[src/rtl/spi_mem_bridge_pkg.sv]
// Shared constants for the SPI-to-memory bridge: command codes, FSM encoding
// and the default word-address width.
package spi_mem_bridge_pkg;

   localparam int DEFAULT_ADDR_W = 10;

   localparam logic [7:0] CMD_WRITE = 8'h02;
   localparam logic [7:0] CMD_READ  = 8'h03;

   typedef enum logic [2:0] {
      IDLE   = 3'd0,
      CMD    = 3'd1,
      ADDR   = 3'd2,
      WDATA  = 3'd3,
      RDATA  = 3'd4,
      IGNORE = 3'd5
   } state_t;

endpackage

[src/rtl/spi_sync.sv]
// Multi-flop synchronizer for one asynchronous SPI pin, with a history flop
// that yields single-cycle rising/falling edge pulses in the clk domain.
module spi_sync #(
   parameter int STAGES = 2
) (
   input  logic clk,
   input  logic reset,
   input  logic din,
   output logic q,
   output logic rise,
   output logic fall
);

   // [STAGES-1] is the synchronized level, [STAGES] its one-cycle-old copy.
   logic [STAGES:0] sync_r;

   always_ff @(posedge clk or posedge reset) begin
      if (reset) begin
         sync_r <= '0;
      end else begin
         sync_r <= {sync_r[STAGES-1:0], din};
      end
   end

   assign q    = sync_r[STAGES-1];
   assign rise = sync_r[STAGES-1] & ~sync_r[STAGES];
   assign fall = ~sync_r[STAGES-1] & sync_r[STAGES];

endmodule

[src/rtl/spi_mem_bridge.sv]
// SPI mode-0 slave that turns 0x02/0x03 commands into word writes and
// prefetching word reads on a shared 32-bit memory port.
module spi_mem_bridge
   import spi_mem_bridge_pkg::*;
#(
   parameter int ADDR_W      = DEFAULT_ADDR_W,
   parameter int SYNC_STAGES = 2
) (
   input  logic              clk,
   input  logic              reset,
   input  logic              spi_sclk,
   input  logic              spi_cs_n,
   input  logic              spi_mosi,
   output logic              spi_miso,
   output logic [ADDR_W-1:0] mem_address,
   output logic              mem_chipselect,
   output logic              mem_write,
   output logic [3:0]        mem_byteenable,
   output logic [31:0]       mem_writedata,
   input  logic [31:0]       mem_readdata,
   output logic              busy,
   output logic              cmd_err
);

   logic sclk_q, sclk_rise, sclk_fall;
   logic cs_q, cs_rise, cs_fall;
   logic mosi_q, mosi_rise, mosi_fall;

   spi_sync #(.STAGES(SYNC_STAGES)) u_sync_sclk (
      .clk(clk), .reset(reset), .din(spi_sclk), .q(sclk_q), .rise(sclk_rise), .fall(sclk_fall)
   );
   spi_sync #(.STAGES(SYNC_STAGES)) u_sync_cs (
      .clk(clk), .reset(reset), .din(spi_cs_n), .q(cs_q), .rise(cs_rise), .fall(cs_fall)
   );
   spi_sync #(.STAGES(SYNC_STAGES)) u_sync_mosi (
      .clk(clk), .reset(reset), .din(spi_mosi), .q(mosi_q), .rise(mosi_rise), .fall(mosi_fall)
   );

   logic unused_sync;
   assign unused_sync = ^{sclk_q, cs_rise, mosi_rise, mosi_fall};

   state_t            state, state_nxt;
   logic [4:0]        bit_cnt;
   logic [30:0]       rx_shift;
   logic [31:0]       tx_shift;
   logic [ADDR_W-1:0] addr;
   logic              is_read;
   logic              rd_cap;
   logic              rd_req, wr_req, err_req, addr_load;
   logic [31:0]       shift_word;
   logic [ADDR_W-1:0] new_addr;

   // Word as it stands including the bit being sampled this SCLK rise.
   assign shift_word = {rx_shift, mosi_q};
   assign new_addr   = shift_word[ADDR_W-1:0];
   assign busy       = (state != IDLE);

   always_ff @(posedge clk or posedge reset) begin
      if (reset) begin
         state <= IDLE;
      end else begin
         state <= state_nxt;
      end
   end

   always_comb begin
      state_nxt = state;
      rd_req    = 1'b0;
      wr_req    = 1'b0;
      err_req   = 1'b0;
      addr_load = 1'b0;
      if (state != IDLE && cs_q) begin
         state_nxt = IDLE;
      end else begin
         case (state)
            IDLE:  if (cs_fall) state_nxt = CMD;
            CMD: begin
               if (sclk_rise && bit_cnt == 5'd7) begin
                  if (shift_word[7:0] == CMD_WRITE || shift_word[7:0] == CMD_READ) begin
                     state_nxt = ADDR;
                  end else begin
                     err_req   = 1'b1;
                     state_nxt = IGNORE;
                  end
               end
            end
            ADDR: begin
               if (sclk_rise && bit_cnt == 5'd15) begin
                  addr_load = 1'b1;
                  if (is_read) begin
                     rd_req    = 1'b1;
                     state_nxt = RDATA;
                  end else begin
                     state_nxt = WDATA;
                  end
               end
            end
            WDATA: if (sclk_rise && bit_cnt == 5'd31) wr_req = 1'b1;
            RDATA: if (sclk_rise && bit_cnt == 5'd31) rd_req = 1'b1;
            default: ;
         endcase
      end
   end

   always_ff @(posedge clk or posedge reset) begin
      if (reset) begin
         bit_cnt        <= '0;
         rx_shift       <= '0;
         tx_shift       <= '0;
         addr           <= '0;
         is_read        <= 1'b0;
         rd_cap         <= 1'b0;
         mem_address    <= '0;
         mem_chipselect <= 1'b0;
         mem_write      <= 1'b0;
         mem_byteenable <= 4'h0;
         mem_writedata  <= '0;
         cmd_err        <= 1'b0;
         spi_miso       <= 1'b0;
      end else begin
         cmd_err        <= err_req;
         mem_chipselect <= rd_req | wr_req;
         mem_write      <= wr_req;
         mem_byteenable <= (rd_req | wr_req) ? 4'hF : 4'h0;
         // Read data is valid the cycle after the strobe; capture it then.
         rd_cap         <= mem_chipselect & ~mem_write;

         if (state_nxt != state) begin
            bit_cnt <= '0;
         end else if (sclk_rise) begin
            bit_cnt <= bit_cnt + 5'd1;
         end
         if (sclk_rise) rx_shift <= shift_word[30:0];
         if (state == CMD && state_nxt == ADDR) is_read <= (shift_word[7:0] == CMD_READ);

         // addr always holds the next word to access; wraps at 2^ADDR_W.
         if (addr_load) begin
            mem_address <= new_addr;
            addr        <= rd_req ? new_addr + ADDR_W'(1) : new_addr;
         end else if (rd_req || wr_req) begin
            mem_address <= addr;
            addr        <= addr + ADDR_W'(1);
         end
         if (wr_req) mem_writedata <= shift_word;

         if (rd_cap) begin
            tx_shift <= mem_readdata;
         end else if (state == RDATA && sclk_fall) begin
            tx_shift <= {tx_shift[30:0], 1'b0};
         end
         if (state != RDATA) begin
            spi_miso <= 1'b0;
         end else if (sclk_fall) begin
            spi_miso <= tx_shift[31];
         end
      end
   end

endmodule

[config.mk]
export PLATFORM = sky130hd
export DESIGN_NAME = spi_mem_bridge
export DESIGN_NICKNAME = d
export VERILOG_FILES = /design/src/rtl/spi_mem_bridge_pkg.sv /design/src/rtl/spi_sync.sv /design/src/rtl/spi_mem_bridge.sv
export SDC_FILE = /design/constraint.sdc
export NUM_CORES = 1
export LEC_CHECK = 0
export CELL_PAD_IN_SITES_DETAIL_PLACEMENT = 0
export CELL_PAD_IN_SITES_GLOBAL_PLACEMENT = 2
export CORE_ASPECT_RATIO = 1.2
export CORE_MARGIN = 10
export CORE_UTILIZATION = 30
export CTS_BUF_LIST = sky130_fd_sc_hd__clkbuf_8
export CTS_CLUSTER_DIAMETER = 200
export DETAILED_ROUTE_END_ITERATION = 10
export PLACE_DENSITY = 0.73
export REMOVE_ABC_BUFFERS = 1
export SLEW_MARGIN = 0
export SYNTH_ARGS = -nofsm -noshare
export SYNTH_HDL_FRONTEND = slang
export SYNTH_SLANG_ARGS = --single-unit
[constraint.sdc]
create_clock -name clk -period 4.8 [get_ports clk]
set_input_delay 0.48 -clock clk [delete_from_list [all_inputs] [get_ports clk]]
set_output_delay 0.48 -clock clk [all_outputs]
set_load 0.01 [all_outputs]
==> results.txt <==
The die covers 26700 um^2. Once layout is done, the placed cells without fillers occupy 7630 um^2. Critical path class: flip-flop to flip-flop. The number of different library cells used by synthesis comes to 51. Summed over all failing endpoints, the final setup total negative slack is 0 ns. The number of global-route vias before repair is 4454. At the end of the flow, the number of nets in the layout was 701.

The tools report the number of buffers added to fix hold violations after cts as 0. The detailed router placed 4269 vias in this run. For this run, the top clock speed supported by timing is 344 MHz. In the final routed layout, each cell accounts on average for 14.9 um. The run gives 0 as the initial antenna violation count. Setup violations remaining at the end of the flow were counted as 0. Type of element launching the critical path: a flip-flop.

The worst hold path belongs to the class flip-flop to flip-flop. The cell row count was 57. The share of power burned in combinational logic is 0.058. The async set-or-reset flop fraction in the synthesized netlist came out at 1.00.

The combined global-route utilization of all metal layers is 0.109. The clock-pin slew of the registers on the worst-case setup and hold paths works out to 0.08 ns. The final antenna-violating net count came out at 0. TritonCTS built the clock tree. Synthesis produced a netlist whose cell count is 587. The average instance area after synthesis came out at 10.5 um^2. The cell area power density was 311 nW/um^2.

After global routing the overflow that remains totals 0. During placement, the flow inserted port buffers numbering 87. Relative slew slack: 0.324. The run gives 1.90 ns as the post-route worst setup slack. The leading register cell type out of synthesis is sky130_fd_sc_hd__dfrtp_1. After layout, the minimum clock period comes to 2.90 ns.

The clock network fraction of total power is 0.418. The top-level port count is 88, and the clock buffer count from CTS is 17. Between clock sinks in the finished design, the worst skew comes to 0.0158 ns. For the worst slack after detailed placement, the log shows 1.88 ns. The final max-slew violation count is 0, and the maximum level of the CTS H-tree is 4. Buffer cell driving the clock tree root: sky130_fd_sc_hd__clkbuf_8. The logs give 3.47 nW for the static leakage power and 1.76 mW for the internal portion of total power. The layout has 2029 filler cells. The global-route wire length before repair is 23300 um, and the number of remaining DRC errors is 0.

The post-synthesis sequential area ratio is 0.557. The worst setup path is captured at a flip-flop. The logs give 20200 um^2 for the standard cell core area and 0.524 for the share of total power in sequential cells.

The synthesis-to-finish area growth came out at 24.1%. Setup repair after global routing left no endpoint under its margin. The fraction of layout instances using a drive strength above 1 was 0.122; the maximum clock path buffer count was 2. Summed over all nets, the switching power comes to 618 uW.

The Yosys step of the flow raised 0 warnings. For the effective utilization at floorplan, the log shows 0.305. The flip-flop and latch count after synthesis was 137; the placed cell area was 7210 um^2. In this run the horizontal extent of the chip is 151 um. The detailed router finished its first iteration with 207 violations.

Share of total power consumed by net switching: 0.260. The repair_antennas step left the layout with diodes totalling 0. Data on the critical path arrives at its endpoint at 3.22 ns. The first detailed-routing pass took 4 iterations.

The largest vdd supply drop came out at 0.180 mV. The post-synthesis instance area is 6150 um^2. The source-to-sink clock delay at the later pin of the worst-skew pair was 0.45 ns.

The global placement routability congestion is 0.815. The part of the cycle the worst path needs came out at 0.605. The required time at the endpoint of the critical path is 5.11 ns, and the post-cts gate resize count is 0. The count of maximum capacitance violations is 0, and the number of enable flip-flop cells after synthesis is 0. Of all nets on the critical path, the largest fanout is 14. The logs give 137 for the number of sinks handled by clock tree synthesis and 114 for the maximum number of pins on one net before global-route repair.

The final standard cell utilization of the core was 0.378. The number of hold violations in the final report is 0. The routed wire length is 14000 um.

After clock tree synthesis, the setup repair step added 0 buffers. The post-detailed-route via-to-cell ratio works out to 4.56. The cell type with the highest aggregate area in the netlist is sky130_fd_sc_hd__dfrtp_1. For the pin with the worst max-slew slack, the measured transition is 1.01 ns.

The flow ran to the end, and the final reports show no timing, DRC or antenna violations. In the post-synthesis netlist, the biggest area contributors are sky130_fd_sc_hd__dfrtp_1, sky130_fd_sc_hd__nand2_1, sky130_fd_sc_hd__mux2i_1. Detailed-placement wirelength estimate: 9550 um. From bottom edge to top edge, the die measures 177 um. The area fraction of the dominant cell type after synthesis is 0.557.
cells in the mapped netlist (5+ instances only):
library cell / instances
sky130_fd_sc_hd__nor2_1: 21
sky130_fd_sc_hd__ha_1: 6
sky130_fd_sc_hd__nand2_1: 157
sky130_fd_sc_hd__dfrtp_1: 137
sky130_fd_sc_hd__buf_2: 9
sky130_fd_sc_hd__mux2_2: 32
sky130_fd_sc_hd__clkbuf_1: 21
sky130_fd_sc_hd__buf_1: 5
sky130_fd_sc_hd__o21ai_0: 40
sky130_fd_sc_hd__mux2i_1: 40
sky130_fd_sc_hd__buf_4: 5
sky130_fd_sc_hd__nor2b_1: 5
sky130_fd_sc_hd__a31oi_1: 12
sky130_fd_sc_hd__xnor2_1: 15
sky130_fd_sc_hd__nand3_1: 8
sky130_fd_sc_hd__inv_1: 11
sky130_fd_sc_hd__a21oi_1: 8
power groups by stage:
| stage | clock network, mW | logic, mW | registers [mW] |
|---|---|---|---|
| 4_1_cts | 1.02 | 0.142 | 1.24 |
| 6_report | 0.993 | 0.137 | 1.24 |
| 3_5_place_dp | 0 | 0.141 | 1.27 |
| 3_3_place_gp | 0 | 0.138 | 1.27 |
| 5_1_grt | 1.08 | 0.158 | 1.25 |
| 2_1_floorplan | 0 | 0.0819 | 1.25 |
flip-flops by register name, summed over array words and instances, names as in the netlist, 2 cells and up:
name,flops
addr,10
bit_cnt,5
mem_address,10
mem_writedata,32
rx_shift,31
state,3
tx_shift,32
u_sync_cs.sync_r,3
u_sync_mosi.sync_r,2
u_sync_sclk.sync_r,3
layer usage:
layer	vias to the layer above	part of all wire	global-route usage	wire length, um
li1	2125	-	-	-
met1	2051	0.45	0.133	6260
met2	80	0.49	0.177	6810
met3	13	0.051	0.0363	712
met4	0	0.012	0.0361	164
met5	-	0	0	0
cell families (layout without fill, tap and decap cells):
family | count (synthesis) | count (layout) | synth area share
AND/OR/NAND/NOR | 221 | 221 | 0.156
flip-flops | 137 | 137 | 0.557
AO/OA/AOI/OAI | 80 | 80 | 0.0860
multiplexers | 72 | 72 | 0.124
buffers and inverters | 52 | 136 | 0.0378
XOR/XNOR | 19 | 19 | 0.0271
adder cells (fa/ha/maj) | 6 | 6 | 0.0122
critical path, cell delays in order, from the launching register on:
cell and delay (ns):
sky130_fd_sc_hd__dfrtp_1 0.42, sky130_fd_sc_hd__ha_1 0.24, sky130_fd_sc_hd__and3_1 0.17, sky130_fd_sc_hd__ha_1 0.21
sky130_fd_sc_hd__and3b_1 0.20, sky130_fd_sc_hd__o21ai_2 0.45, sky130_fd_sc_hd__a21o_1 0.43, sky130_fd_sc_hd__inv_1 0.32
sky130_fd_sc_hd__a32oi_1 0.25, sky130_fd_sc_hd__o21ai_0 0.10
layout by cell type (no fill, tap or decap), types with 8 or more instances in the layout:
cell / instances
sky130_fd_sc_hd__nand2_1: 157
sky130_fd_sc_hd__xnor2_1: 15
sky130_fd_sc_hd__inv_1: 10
sky130_fd_sc_hd__clkdlybuf4s50_1: 87
sky130_fd_sc_hd__a31oi_1: 12
sky130_fd_sc_hd__o21ai_0: 40
sky130_fd_sc_hd__dfrtp_1: 137
sky130_fd_sc_hd__mux2_2: 32
sky130_fd_sc_hd__a21oi_1: 8
sky130_fd_sc_hd__mux2i_1: 40
sky130_fd_sc_hd__nand3_1: 8
sky130_fd_sc_hd__clkbuf_8: 19
sky130_fd_sc_hd__nor2_1: 21
area by class of cell:
class | instances | area [um^2] | share of cell area
flip-flops and latches | 137 | 3430 | 0.449
multi-input cells | 398 | 2490 | 0.327
repair buffers | 93 | 916 | 0.120
well taps | 265 | 332 | 0.0434
clock buffers | 19 | 262 | 0.0343
clock inverters | 13 | 155 | 0.0203
inverters | 11 | 46.3 | 0.00607
stage by stage:
step	hold slack (ns)	power (mW)	cells
after detailed placement	0.336	1.41	904
after floorplan	0.331	1.33	546
after CTS	0.346	2.41	936
after global placement	0.337	1.40	904
after global routing	0.358	2.49	936
final	0.348	2.37	936
final timing paths:
check / startpoint / to / slack [ns] / cells past startpoint
worst max register to register: bit_cnt[0] / addr[0] / 1.90 / 9
max in group asynchronous: reset / addr[4] / 3.21 / 3
worst min-delay path: u_sync_mosi.sync_r[0] / u_sync_mosi.sync_r[1] / 0.35 / 0
worst min register to register: u_sync_mosi.sync_r[0] / u_sync_mosi.sync_r[1] / 0.35 / 0
worst max-delay path: bit_cnt[0] / addr[0] / 1.90 / 9
min in group asynchronous: reset / rx_shift[24] / 0.66 / 2
Note: power is estimated with default switching activity, not from simulation.
